**src/rtl/datapath_pkg.sv**
```systemverilog
// Shared datapath types: RST status entries, dispatch FSM state, dispatch holding
// entry and FU tag constants.
package datapath_pkg;

  localparam int DS_NREGS = 32;
  localparam int DS_NFU   = 4;
  localparam int SEL_W    = $clog2(DS_NREGS);
  localparam int TAG_W    = $clog2(DS_NFU);

  localparam logic [TAG_W-1:0] FU_ALU = 2'd0;
  localparam logic [TAG_W-1:0] FU_MUL = 2'd1;
  localparam logic [TAG_W-1:0] FU_LS  = 2'd2;
  localparam logic [TAG_W-1:0] FU_TC  = 2'd3;

  typedef enum logic [1:0] {
    NORMAL = 2'd0,
    SPEC   = 2'd1,
    FLUSH  = 2'd2
  } dispatch_state_t;

  typedef struct packed {
    logic             busy;
    logic [TAG_W-1:0] tag;
    logic             spec;
  } rst_entry_t;

  typedef rst_entry_t [DS_NREGS-1:0] rst_s_t;

  typedef struct packed {
    logic             valid;
    logic [TAG_W-1:0] fu;
    logic [SEL_W-1:0] rd;
    logic             rd_we;
    logic [SEL_W-1:0] rs1;
    logic [SEL_W-1:0] rs2;
    logic             br;
  } dispatch_entry_t;

  function automatic logic [DS_NFU-1:0] fu_onehot(input logic [TAG_W-1:0] fu);
    logic [DS_NFU-1:0] r;
    r     = '0;
    r[fu] = 1'b1;
    return r;
  endfunction

endpackage

```
**src/rtl/dispatch_hazard.sv**
```systemverilog
// Combinational hazard lookup: WAW, FU availability and per-operand wait/tag.
// Optional writeback bypass of operand wait under DISPATCH_WB_BYPASS_EN.
module dispatch_hazard
  import datapath_pkg::*;
(
  input  logic [TAG_W-1:0]  fu,
  input  logic [SEL_W-1:0]  rd,
  input  logic              rd_we,
  input  logic [SEL_W-1:0]  rs1,
  input  logic [SEL_W-1:0]  rs2,
  input  rst_s_t            status,
  input  logic [DS_NFU-1:0] fu_ready,
  input  logic [SEL_W-1:0]  wb_sel,
  input  logic              wb_write,
  output logic              waw,
  output logic              fu_free,
  output logic              rs1_wait,
  output logic              rs2_wait,
  output logic [TAG_W-1:0]  rs1_tag,
  output logic [TAG_W-1:0]  rs2_tag
);

  logic [SEL_W-1:0] rs     [2];
  logic [1:0]       wait_v;
  logic [TAG_W-1:0] tag_v  [2];
  logic             unused_status;

  assign rs[0] = rs1;
  assign rs[1] = rs2;

  // WAW ignores writeback: the RST must actually clear before rd can be reissued.
  assign waw           = rd_we && status[rd].busy;
  assign fu_free       = fu_ready[fu];
  assign unused_status = ^status;

  generate
    for (genvar gi = 0; gi < 2; gi++) begin : g_op
      logic src_busy;
      assign src_busy = (rs[gi] != '0) && status[rs[gi]].busy;
`ifdef DISPATCH_WB_BYPASS_EN
      assign wait_v[gi] = src_busy && !(wb_write && (wb_sel == rs[gi]));
`else
      assign wait_v[gi] = src_busy;
`endif
      assign tag_v[gi] = (rs[gi] != '0) ? status[rs[gi]].tag : '0;
    end
  endgenerate

`ifndef DISPATCH_WB_BYPASS_EN
  logic unused_wb;
  assign unused_wb = ^{wb_sel, wb_write};
`endif

  assign rs1_wait = wait_v[0];
  assign rs2_wait = wait_v[1];
  assign rs1_tag  = tag_v[0];
  assign rs2_tag  = tag_v[1];

endmodule

```
**src/rtl/dispatch_s.sv**
```systemverilog
// Scalar in-order dispatch: one holding entry, hazard check against the RST,
// one-level branch speculation FSM. Optional macro: DISPATCH_WB_BYPASS_EN.
module dispatch_s
  import datapath_pkg::*;
#(
  parameter int NREGS = DS_NREGS,
  parameter int NFU   = DS_NFU
) (
  input  logic                     CLK,
  input  logic                     RST,
  input  logic                     in_valid,
  output logic                     in_ready,
  input  logic [$clog2(NFU)-1:0]   in_fu,
  input  logic [$clog2(NREGS)-1:0] in_rd,
  input  logic                     in_rd_we,
  input  logic [$clog2(NREGS)-1:0] in_rs1,
  input  logic [$clog2(NREGS)-1:0] in_rs2,
  input  logic                     in_br,
  input  rst_s_t                   status,
  input  logic [$clog2(NREGS)-1:0] wb_sel,
  input  logic                     wb_write,
  input  logic [NFU-1:0]           fu_ready,
  output logic [NFU-1:0]           fu_valid,
  output logic                     op_rs1_wait,
  output logic                     op_rs2_wait,
  output logic [$clog2(NFU)-1:0]   op_rs1_tag,
  output logic [$clog2(NFU)-1:0]   op_rs2_tag,
  output logic [$clog2(NREGS)-1:0] di_sel,
  output logic                     di_write,
  output logic [$clog2(NFU)-1:0]   di_tag,
  output logic                     spec,
  input  logic                     flush,
  input  logic                     resolved
);

  dispatch_state_t state_reg, state_next;
  dispatch_entry_t entry_reg;

  logic             waw, fu_free, br_block, fire, accept;
  logic             rs1_wait, rs2_wait;
  logic [TAG_W-1:0] rs1_tag, rs2_tag;

  dispatch_hazard u_hazard (
    .fu       (entry_reg.fu),
    .rd       (entry_reg.rd),
    .rd_we    (entry_reg.rd_we),
    .rs1      (entry_reg.rs1),
    .rs2      (entry_reg.rs2),
    .status   (status),
    .fu_ready (fu_ready),
    .wb_sel   (wb_sel),
    .wb_write (wb_write),
    .waw      (waw),
    .fu_free  (fu_free),
    .rs1_wait (rs1_wait),
    .rs2_wait (rs2_wait),
    .rs1_tag  (rs1_tag),
    .rs2_tag  (rs2_tag)
  );

  assign br_block = entry_reg.br && (state_reg == SPEC);
  // A flush kills whatever is held, so it also suppresses fire in that cycle.
  assign fire = entry_reg.valid && fu_free && !waw && !br_block
             && (state_reg != FLUSH) && !flush;
  // Anything offered during the flush cycle is wrong-path; refuse it too.
  assign in_ready = (!entry_reg.valid || fire) && (state_reg != FLUSH) && !flush;
  assign accept   = in_valid && in_ready;

  always_ff @(posedge CLK) begin
    if (RST) begin
      state_reg <= NORMAL;
    end else begin
      state_reg <= state_next;
    end
  end

  always_ff @(posedge CLK) begin
    if (RST) begin
      entry_reg <= '0;
    end else if (flush) begin
      entry_reg.valid <= 1'b0;
    end else if (accept) begin
      entry_reg <= '{valid: 1'b1, fu: in_fu, rd: in_rd, rd_we: in_rd_we,
                     rs1: in_rs1, rs2: in_rs2, br: in_br};
    end else if (fire) begin
      entry_reg.valid <= 1'b0;
    end
  end

  always_comb begin
    state_next = state_reg;
    case (state_reg)
      NORMAL: begin
        if (flush)                      state_next = FLUSH;
        else if (fire && entry_reg.br)  state_next = SPEC;
      end
      SPEC: begin
        if (flush)         state_next = FLUSH;
        else if (resolved) state_next = NORMAL;
      end
      FLUSH:   state_next = NORMAL;
      default: state_next = NORMAL;
    endcase
  end

  always_comb begin
    fu_valid    = '0;
    di_write    = 1'b0;
    spec        = 1'b0;
    op_rs1_wait = 1'b0;
    op_rs2_wait = 1'b0;
    if (fire) begin
      fu_valid    = fu_onehot(entry_reg.fu);
      di_write    = entry_reg.rd_we;
      spec        = (state_reg == SPEC);
      op_rs1_wait = rs1_wait;
      op_rs2_wait = rs2_wait;
    end
  end

  assign di_sel     = entry_reg.rd;
  assign di_tag     = entry_reg.fu;
  assign op_rs1_tag = entry_reg.valid ? rs1_tag : '0;
  assign op_rs2_tag = entry_reg.valid ? rs2_tag : '0;

endmodule
```
**config.mk**
```make
export PLATFORM = sky130hd
export DESIGN_NAME = dispatch_s
export DESIGN_NICKNAME = d
export VERILOG_FILES = /design/src/rtl/datapath_pkg.sv /design/src/rtl/dispatch_hazard.sv /design/src/rtl/dispatch_s.sv
export SDC_FILE = /design/constraint.sdc
export NUM_CORES = 1
export LEC_CHECK = 0
export ABC_AREA = 1
export BUFFER_PORTS_ARGS = -buffer_cell sky130_fd_sc_hd__buf_2
export CELL_PAD_IN_SITES_DETAIL_PLACEMENT = 2
export CELL_PAD_IN_SITES_GLOBAL_PLACEMENT = 2
export CORE_MARGIN = 1
export CORE_UTILIZATION = 22
export CTS_BUF_LIST = sky130_fd_sc_hd__clkbuf_16
export DETAILED_ROUTE_END_ITERATION = 7
export GPL_TIMING_DRIVEN = 0
export PLACE_DENSITY_LB_ADDON = 0.1
export SLEW_MARGIN = 40
export SYNTH_ARGS = -nofsm -noshare
export SYNTH_HDL_FRONTEND = slang
export SYNTH_HIERARCHICAL = 1
export SYNTH_SLANG_ARGS = --single-unit
```
**constraint.sdc**
```tcl
create_clock -name CLK -period 6.44 [get_ports CLK]
set_input_delay 1.288 -clock CLK [delete_from_list [all_inputs] [get_ports CLK]]
set_output_delay 1.288 -clock CLK [all_outputs]
set_load 0.1 [all_outputs]
```
Yosys cells after proc, flatten, opt, wreduce, memory -nomap -nowiden
Index checks and enable logic that the tools add are counted.

Order comparisons: 5. Eq/ne operators: 4. Mux-type cells: 26. Bitwise gates (word level): 1. Reduce and logical (&&, ||, !) cells: 26.

Operators with widths (count): 4-bit binary-select mux with 5-bit select (3); 5-bit by 6-bit less-than comparator with 1-bit output (second input constant) (3); 2-bit two-way mux (8); 4-bit two-way mux (4); 1-bit logical AND (14); 5-bit nonzero test (2); 1-bit two-way mux (8); 3-bit != test (second input constant) (2); 1-bit logical NOT (4); 2-bit case mux with 2 select lines (1); 2-bit AND reduction (2); 2-bit by 3-bit less-than comparator with 1-bit output (second input constant) (1); 1-bit binary-select mux with 2-bit select (1); 1-bit demux with 2-bit select (1); 2-bit by 1-bit == test with 1-bit output (second input constant) (1); 2-bit by 1-bit >= comparator with 1-bit output (second input constant) (1); 2-bit logical NOT (1); 2-bit != test (second input constant) (1); 2-bit nonzero test (1); 2-bit OR reduction (1); 1-bit logical OR (1); 1-bit inverter (1).

Flip-flop bits (word level): 22. Input port bits: 162. Output and inout bits: 20. Logic and storage cells: 70.

Longest topological paths before layout
Gate-level depths: netlist of run 1.

Word-level depth: 13. Mapped depth: 19. Gate-level depth less buffers: 16.

Modules after synthesis
The synthesis of run 1 kept the hierarchy.

By module, submodules not included: dispatch_hazard (times used 1, cells an instance 554, area an instance 2407.3 sq um, sequential area each 0.0 sq um); dispatch_s (times used 1, cells an instance 214, area an instance 1300.0 sq um, sequential area each 440.4 sq um).

Worst setup path before layout of run 1
Ideal clock, no wire load.

Path type: input -> output. Start point: input status[31] (netlist name). End point: output fu_valid[0]. Data arrival time: 4.140 ns. Data required time: 5.152 ns. Path slack: 1.012 ns. Stages on the path: 11. Buffers on the path: 0. Path through: inv_1 > nand2_1 > o211ai_1 > nand2_1 > nor2_1 > nor2_1 > nor2_1 > nor2_1 > nor2_2 > nand4_4 > nor3_1.

Cells in the longest elaborated chain, start to end: 9.

Ends and longest elaborated chain: start: declaration (RTL line dispatch_s.sv:19) `input rst_s_t status,`; 4-bit binary-select mux with 5-bit select (RTL line dispatch_hazard.sv:32) `assign waw = rd_we && status[rd].busy;`; 4-bit two-way mux (implied by the code) (RTL line dispatch_hazard.sv:32); 1-bit logical AND (RTL line dispatch_hazard.sv:32); named net waw (RTL line dispatch_s.sv:39) `logic waw, fu_free, br_block, fire, accept;`; 1-bit logical NOT (RTL line dispatch_s.sv:63) `assign fire = entry_reg.valid && fu_free && !waw && !br_block`; 1-bit logical AND (2 in series) (RTL line dispatch_s.sv:63); 1-bit logical AND (2 in series) (RTL line dispatch_s.sv:64) `&& (state_reg != FLUSH) && !flush;`; 4-bit two-way mux (RTL line dispatch_s.sv:112) `if (fire) begin`; end: declaration (RTL line dispatch_s.sv:23) `output logic [NFU-1:0] fu_valid,`.

The timed path passes the listed nets, and every way through them passes these cells. The select of a mux whose other input is x is not followed.

Worst setup path after layout of run 1
Start point: input status[31] (netlist name). End point: output in_ready.

Cells in the longest elaborated chain, start to end: 11.

Ends and longest elaborated chain: 4-bit binary-select mux with 5-bit select (RTL line dispatch_hazard.sv:32); 4-bit two-way mux (implied by the code) (RTL line dispatch_hazard.sv:32); 1-bit logical AND (RTL line dispatch_hazard.sv:32); named net waw (RTL line dispatch_s.sv:39); 1-bit logical NOT (RTL line dispatch_s.sv:63); 1-bit logical AND (2 in series) (RTL line dispatch_s.sv:63); 1-bit logical AND (2 in series) (RTL line dispatch_s.sv:64); 1-bit logical OR (RTL line dispatch_s.sv:66) `assign in_ready = (!entry_reg.valid || fire) && (state_reg != FLUSH) && !flush;`; 1-bit logical AND (2 in series) (RTL line dispatch_s.sv:66); end: declaration (RTL line dispatch_s.sv:12) `output logic in_ready,`.

The timed path passes the listed nets, and every way through them passes these cells. The select of a mux whose other input is x is not followed.

==> impl_metrics.json, run 1 <==
{
  "run_status": "complete, no violations",
  "critPathCaptureType": "primary output",
  "final_common_cell": "nand2_1",
  "dieArea_um2": 17400,
  "clk_pin_slew_ns": 0.07,
  "fmax_mhz": 215,
  "worst_setup_path_start_kind": "primary input",
  "p_sw_uw": 332,
  "via_per_inst": 4.79,
  "grt_start_max_net_pins": 14,
  "combPwrFrac_pct": 53.8,
  "final_cells": 1135,
  "largest_reg_flops": 13,
  "initial_core_util_pct": 22.4,
  "critPathMaxFanout": 10,
  "wl_per_cell_um": 18.4,
  "ys.warnings.count": 6,
  "rsz0062_at_grt": "false",
  "antenna_cells": 0,
  "avgSynthCellArea_um2": 4.83,
  "areaGrowthSynthToFinish_pct": 29.6,
  "track_usage_pct": 24.0,
  "vias": 5442,
  "numCtsBuffers": 3,
  "pwr-share-clk_pct": 25.0,
  "cpMostUsedCell": "nor2_1",
  "dp_cells": 1131,
  "drc": 0,
  "slew-limit-headroom_pct": 50.8,
  "clk_path_buf_depth": 2,
  "synthDominantCellAreaShare_pct": 28.3,
  "nNetsFinal": 1078,
  "antenna_found_initial": 0,
  "cp_slowest_stage_delay_ns": 0.42,
  "port_buffers": 143,
  "leakage_uw": 0.00273,
  "cts_resized": 0,
  "slew_violations": 0,
  "crit_chain": "buf_2 -> inv_1 -> nand2_1 -> o211ai_1 -> nand2_1 -> nor2_1 -> nor2_1 -> nor2_1 -> nor2_1 -> nor2_2 -> nand4_4 -> nand2_2 -> buf_2 -> nand2_1 -> nor2_1 -> buf_2",
  "rows": 47,
  "switching_share_pct": 45.6,
  "cts_setup_buffers": 0,
  "hold_class": "reg -> reg",
  "worst_path_max_delay_cell": "buf_2",
  "worst_pin_slew_ns": 0.738,
  "firstDrtPassIters": 4,
  "crit_required_ns": 5.15,
  "clock-sinks": 22,
  "setup_viol": 0,
  "p_per_area_nw_per_um2": 152,
  "netlist_area_um2": 3710,
  "die_w_um": 132,
  "ir_worst_vdd_uv": 79.1,
  "grt-ovfl-total": 0,
  "seqPwrFrac_pct": 21.2,
  "finalWeightedCongestion": 0.856,
  "postLayoutSetupSlackWorst_ns": 1.79,
  "holdBufCountCts": 0,
  "synth_seq_area_share_pct": 11.9,
  "critical_path_class": "in -> out",
  "cts_tree": "yes",
  "fin_crit_ns": 4.65,
  "place_ws_ns": 1.73,
  "grt_pass1_vias": 5890,
  "fin_worst_skew_ns": 0.0145,
  "drive_above_1_share_pct": 22.3,
  "drt-initial-drc-count": 207,
  "root_buffer": "clkbuf_16",
  "yosysUniqueCellTypes": 24,
  "core-area_um2": 16500,
  "final_cell_mix": "280 x nand2_1, 167 x buf_2, 113 x nand3_1",
  "hold_viol_final": 0,
  "io_pins": 182,
  "wirelength_um": 20900,
  "syn_nets": 930,
  "dieHeight_um": 132,
  "grt_pass1_wl_um": 32200,
  "syn_inst": 768,
  "synth_top_cells_by_area": "nand2_1 28%, nand3_1 15%, dfxtp_1 12%",
  "p_int_uw": 396,
  "fin_setup_tns_ns": 0,
  "dpl.hpwl_um": 16800,
  "clk_latency_ns": 0.27,
  "htreeDepth": 1,
  "cap_violations": 0,
  "synth_seq_cells": 22,
  "synth_top_area_cell": "nand2_1",
  "post-route-period-util_pct": 72.3,
  "cp.arrival_ns": 3.37,
  "ant_nets": 0
}
-- logic make-up (layout without fill, tap and decap cells) --
group                  count (synthesis)  count (layout)  synth area share [%]
AOI/OAI and AO/OA                     64              64                  9.08
and+or+nand+nor                      529             529                  59.9
buffers and inverters                153             300                  19.1
DFF                                   22              22                  11.9
-- metal layers --
layer / GRT usage (%) / up-vias / wire, um
met3: 2.08 / 34 / 837
met5: 0 / - / 0
met1: 29.3 / 2569 / 9100
li1: - / 2689 / -
met4: 8.85 / 0 / 603
met2: 43.4 / 150 / 10300
-- synth_stat cells --
library cell  count
o21ai_0          31
a21oi_1          17
nand2_1         280
nand4_1          22
nand4_4           1
nand3_1         113
o21ai_1          10
nand2_2           1
nand3_2           1
buf_1             2
clkbuf_1          7
nor2_2            1
dfxtp_1          22
buf_6             5
clkinv_1          1
inv_2             6
a32oi_1           1
buf_2            24
inv_1            90
nor2_1          103
nor3_1            6
buf_4            18
or3_1             1
o211ai_1          5
-- power groups by stage --
stage | combinational [uW] | sequential [uW] | clock [uW]
after floorplan | 243 | 154 | 0
after global placement | 380 | 157 | 0
after detailed placement | 393 | 158 | 0
after CTS | 395 | 155 | 185
after global routing | 434 | 156 | 193
final | 392 | 154 | 182
-- worst paths after layout --
check	to	slack [ns]	cells past startpoint	start
max	in_ready	1.79	16	status[31]
min	state_reg[1]	0.50	1	state_reg[1]
max reg2reg	entry_reg[8]	3.84	18	di_sel[0]
min reg2reg	state_reg[1]	0.50	1	state_reg[1]
-- area by class of cell --
type	count	area, um2
Multi-Input combinational cell	593	2560
Timing Repair Buffer	143	716
Fill cell	2221	11700
Inverter	97	364
Buffer	56	345
Clock inverter	1	30.0
Sequential cell	22	440
Tap cell	220	275
Clock buffer	3	75.1
-- metrics by stage --
stage	total power, uW	util, %	hold slack (ns)	cell area (um2)
after floorplan	397	-	0.443	3710
after global placement	537	28.4	0.465	4700
after detailed placement	551	28.4	0.487	4700
after CTS	735	29.1	0.497	4800
after global routing	783	29.1	0.532	4800
final	729	29.1	0.501	4800
-- worst max-delay path, delay by kind of cell --
family                 cells  cell delay (ns)
AND/OR/NAND/NOR           11             1.11
buffers and inverters      4             0.86
AO/OA/AOI/OAI              1             0.09
(Power assumes the default switching activity.)
==> run 2: changes to the inputs <==
--- a/config.mk
+++ b/config.mk
@@ -5,12 +5,12 @@
 export SDC_FILE = /design/constraint.sdc
 export NUM_CORES = 1
 export LEC_CHECK = 0
-export ABC_AREA = 1
+export ABC_AREA = 0
 export BUFFER_PORTS_ARGS = -buffer_cell sky130_fd_sc_hd__buf_2
 export CELL_PAD_IN_SITES_DETAIL_PLACEMENT = 2
 export CELL_PAD_IN_SITES_GLOBAL_PLACEMENT = 2
 export CORE_MARGIN = 1
-export CORE_UTILIZATION = 22
+export CORE_UTILIZATION = 23
 export CTS_BUF_LIST = sky130_fd_sc_hd__clkbuf_16
 export DETAILED_ROUTE_END_ITERATION = 7
 export GPL_TIMING_DRIVEN = 0
==> constraint.sdc (replaced) <==
create_clock -name CLK -period 3.89 [get_ports CLK]
set_input_delay 0.778 -clock CLK [delete_from_list [all_inputs] [get_ports CLK]]
set_output_delay 0.778 -clock CLK [all_outputs]
set_load 0.1 [all_outputs]
==> run 2 against run 1 <==
  * First-iteration DRC count fell by 60%
  * Critical path type unchanged
  * Power is 19% higher
  * Worst hold slack lost 0.025 ns
  * Final area is 11% lower
==> impl_metrics.json, run 2 <==
{
  "cts_tree": "yes",
  "fill_cells": 1450,
  "dp_cells": 589,
  "worst_path_max_delay_cell": "mux4_2",
  "drc": 0,
  "power_uw": 865,
  "whs_ns": 0.476,
  "cap_violations": 0,
  "run_status": "complete, no violations",
  "firstDrtPassIters": 4,
  "final_common_cell": "buf_2",
  "synth_seq_cells": 22,
  "setup_viol": 0,
  "crit_chain": "buf_2 -> mux4_2 -> mux2i_1 -> mux2_4 -> o22ai_4 -> nand3b_1 -> buf_4 -> nor4_4 -> buf_6 -> nand2_1 -> nor2_2 -> buf_12",
  "avgSynthCellArea_um2": 11.2,
  "yosysMostFrequentCell": "mux4_2",
  "critPathMaxFanout": 5,
  "clk_latency_ns": 0.25,
  "dieArea_um2": 13800,
  "drt-initial-drc-count": 83,
  "fin_setup_tns_ns": 0,
  "synth_commonest_cells": "38 x mux4_2, 22 x dfxtp_1, 22 x nand2b_1",
  "worst_setup_path_start_kind": "primary input",
  "synth_top_family_by_area": "multiplexers",
  "ys.warnings.count": 6,
  "finalWeightedCongestion": 0.813,
  "initial_core_util_pct": 23.9,
  "wl_per_cell_um": 21.8,
  "netlist_area_um2": 3060,
  "synthArstFlopShare_pct": 0,
  "port_buffers": 143,
  "grt-ovfl-total": 0,
  "fmax_mhz": 261,
  "vias": 3131,
  "ir_worst_vdd_uv": 117,
  "synth-compound-area-share_pct": 11.5,
  "htreeDepth": 1,
  "final_cells": 596,
  "post-route-period-util_pct": 98.3,
  "cp.arrival_ns": 3.05,
  "final_cell_mix": "140 x buf_2, 38 x mux4_2, 22 x nand2b_1",
  "largest_reg_flops": 13,
  "synth_top_cells_by_area": "mux4_2 28%, dfxtp_1 14%, mux4_1 9.4%",
  "dpl.hpwl_um": 10500,
  "yosys.area_share.simple_pct": 19.0,
  "fin_crit_ns": 3.82,
  "synthMuxAreaShare_pct": 47.7,
  "hold_viol_final": 0,
  "grt_pass1_wl_um": 20900,
  "clk_path_buf_depth": 2,
  "synthDominantCellAreaShare_pct": 27.9,
  "core-area_um2": 12800,
  "synth_edf_count": 0,
  "clk_pin_slew_ns": 0.06,
  "crit_required_ns": 3.11,
  "synthXorXnorAreaFrac_pct": 0,
  "wirelength_um": 13000,
  "antenna_cells": 0,
  "ant_nets": 0,
  "root_buffer": "clkbuf_16",
  "nNetsFinal": 588,
  "yosysUniqueCellTypes": 43,
  "grt_pass1_vias": 3505,
  "rows": 41,
  "regArea_um2": 442,
  "synth_top_area_cell": "mux4_2",
  "track_usage_pct": 19.3,
  "dieHeight_um": 117,
  "leakage_uw": 0.00166,
  "numCtsBuffers": 3,
  "holdBufCountCts": 0,
  "rsz0062_at_grt": "true",
  "antenna_found_initial": 0,
  "cp_slowest_stage_delay_ns": 0.47,
  "p_per_area_nw_per_um2": 202,
  "critPathCaptureType": "primary output",
  "syn_nets": 436,
  "synth-adder-area-share_pct": 0,
  "areaGrowthSynthToFinish_pct": 40.0,
  "multi_input_area_um2": 2470,
  "syn_inst": 274,
  "drive_above_1_share_pct": 55.2,
  "die_w_um": 117,
  "slew_violations": 0,
  "hold_class": "reg -> reg",
  "slew-limit-headroom_pct": 56.3,
  "fin_worst_skew_ns": 0.00200,
  "worst_pin_slew_ns": 0.655,
  "io_pins": 182,
  "clock-sinks": 22,
  "synth_ff_type": "dfxtp_1",
  "grt_start_max_net_pins": 12,
  "critical_path_class": "in -> out",
  "synth_seq_area_share_pct": 14.4,
  "via_per_inst": 5.25
}
run 2: changes by cell type after synthesis, sizes merged, moves of 14 or more:
cell and delta:
mux2i +18, o21ai -21, nand3 -111, nand4b +19, nand4 -23, nand2 -273
mux4 +49, inv -95, a21oi -14, buf -24, nor2 -102, nand2b +22
run 2: kinds of logic after synthesis:
kind of cell / Yosys count
simple gates: 88
mux: 79
compound gates: 50
buf+inv: 35
flops: 22
run 2: through the flow:
stage / utilization [%] / cell area [um2] / setup WS, ns
final: 33.4 / 4290 / 0.0658
after global routing: 33.4 / 4290 / -0.0297
after CTS: 33.0 / 4230 / 0.0000455
after detailed placement: 31.5 / 4040 / -0.372
after global placement: 31.4 / 4030 / -0.655
after floorplan: - / 3100 / -0.0959
run 2: repair_timing:
item,4_1_cts,5_1_grt
gates resized for setup,25,15
setup buffers,4,0
pin swaps,4,1
setup endpoints to repair,9,9
run 2: worst paths after layout:
kind	startpoint	to	slack (ns)	depth (start not counted)
max	status[27]	fu_valid[2]	0.07	12
min	entry_reg[3]	entry_reg[3]	0.48	2
max reg2reg	di_sel[1]	entry_reg[2]	1.01	11
min reg2reg	entry_reg[3]	entry_reg[3]	0.48	2
run 2: critical path: cells and delay by family:
family	cells	cell delay [ns]
buf+inv	4	0.66
simple gates	4	0.66
mux	3	0.87
compound gates	1	0.08
run 2: power by group:
| part | total [uW] | internal [uW] | leakage, uW | switching (uW) |
|---|---|---|---|---|
| sequential | 253 | 236 | 0.000180 | 17.2 |
| clock | 218 | 136 | 0.0000370 | 81.7 |
| combinational | 394 | 196 | 0.00144 | 198 |
| total | 865 | 568 | 0.00166 | 297 |
run 2: per-layer routing:
metal / vias up / track usage [%] / wire length, um
met4: 0 / 1.38 / 32
met3: 5 / 2.77 / 525
met1: 1592 / 27.8 / 6310
met5: - / 0 / 0
li1: 1437 / - / -
met2: 97 / 31.7 / 6140
run 2: area by class of cell:
cell class                      instances  share of cell area (%)
Inverter                                1                  0.0875
Clock buffer                            3                    1.75
Sequential cell                        22                    10.3
Buffer                                 34                    5.48
Timing Repair Buffer                  147                    19.7
Multi-Input combinational cell        217                    57.6
Tap cell                              172                    5.02
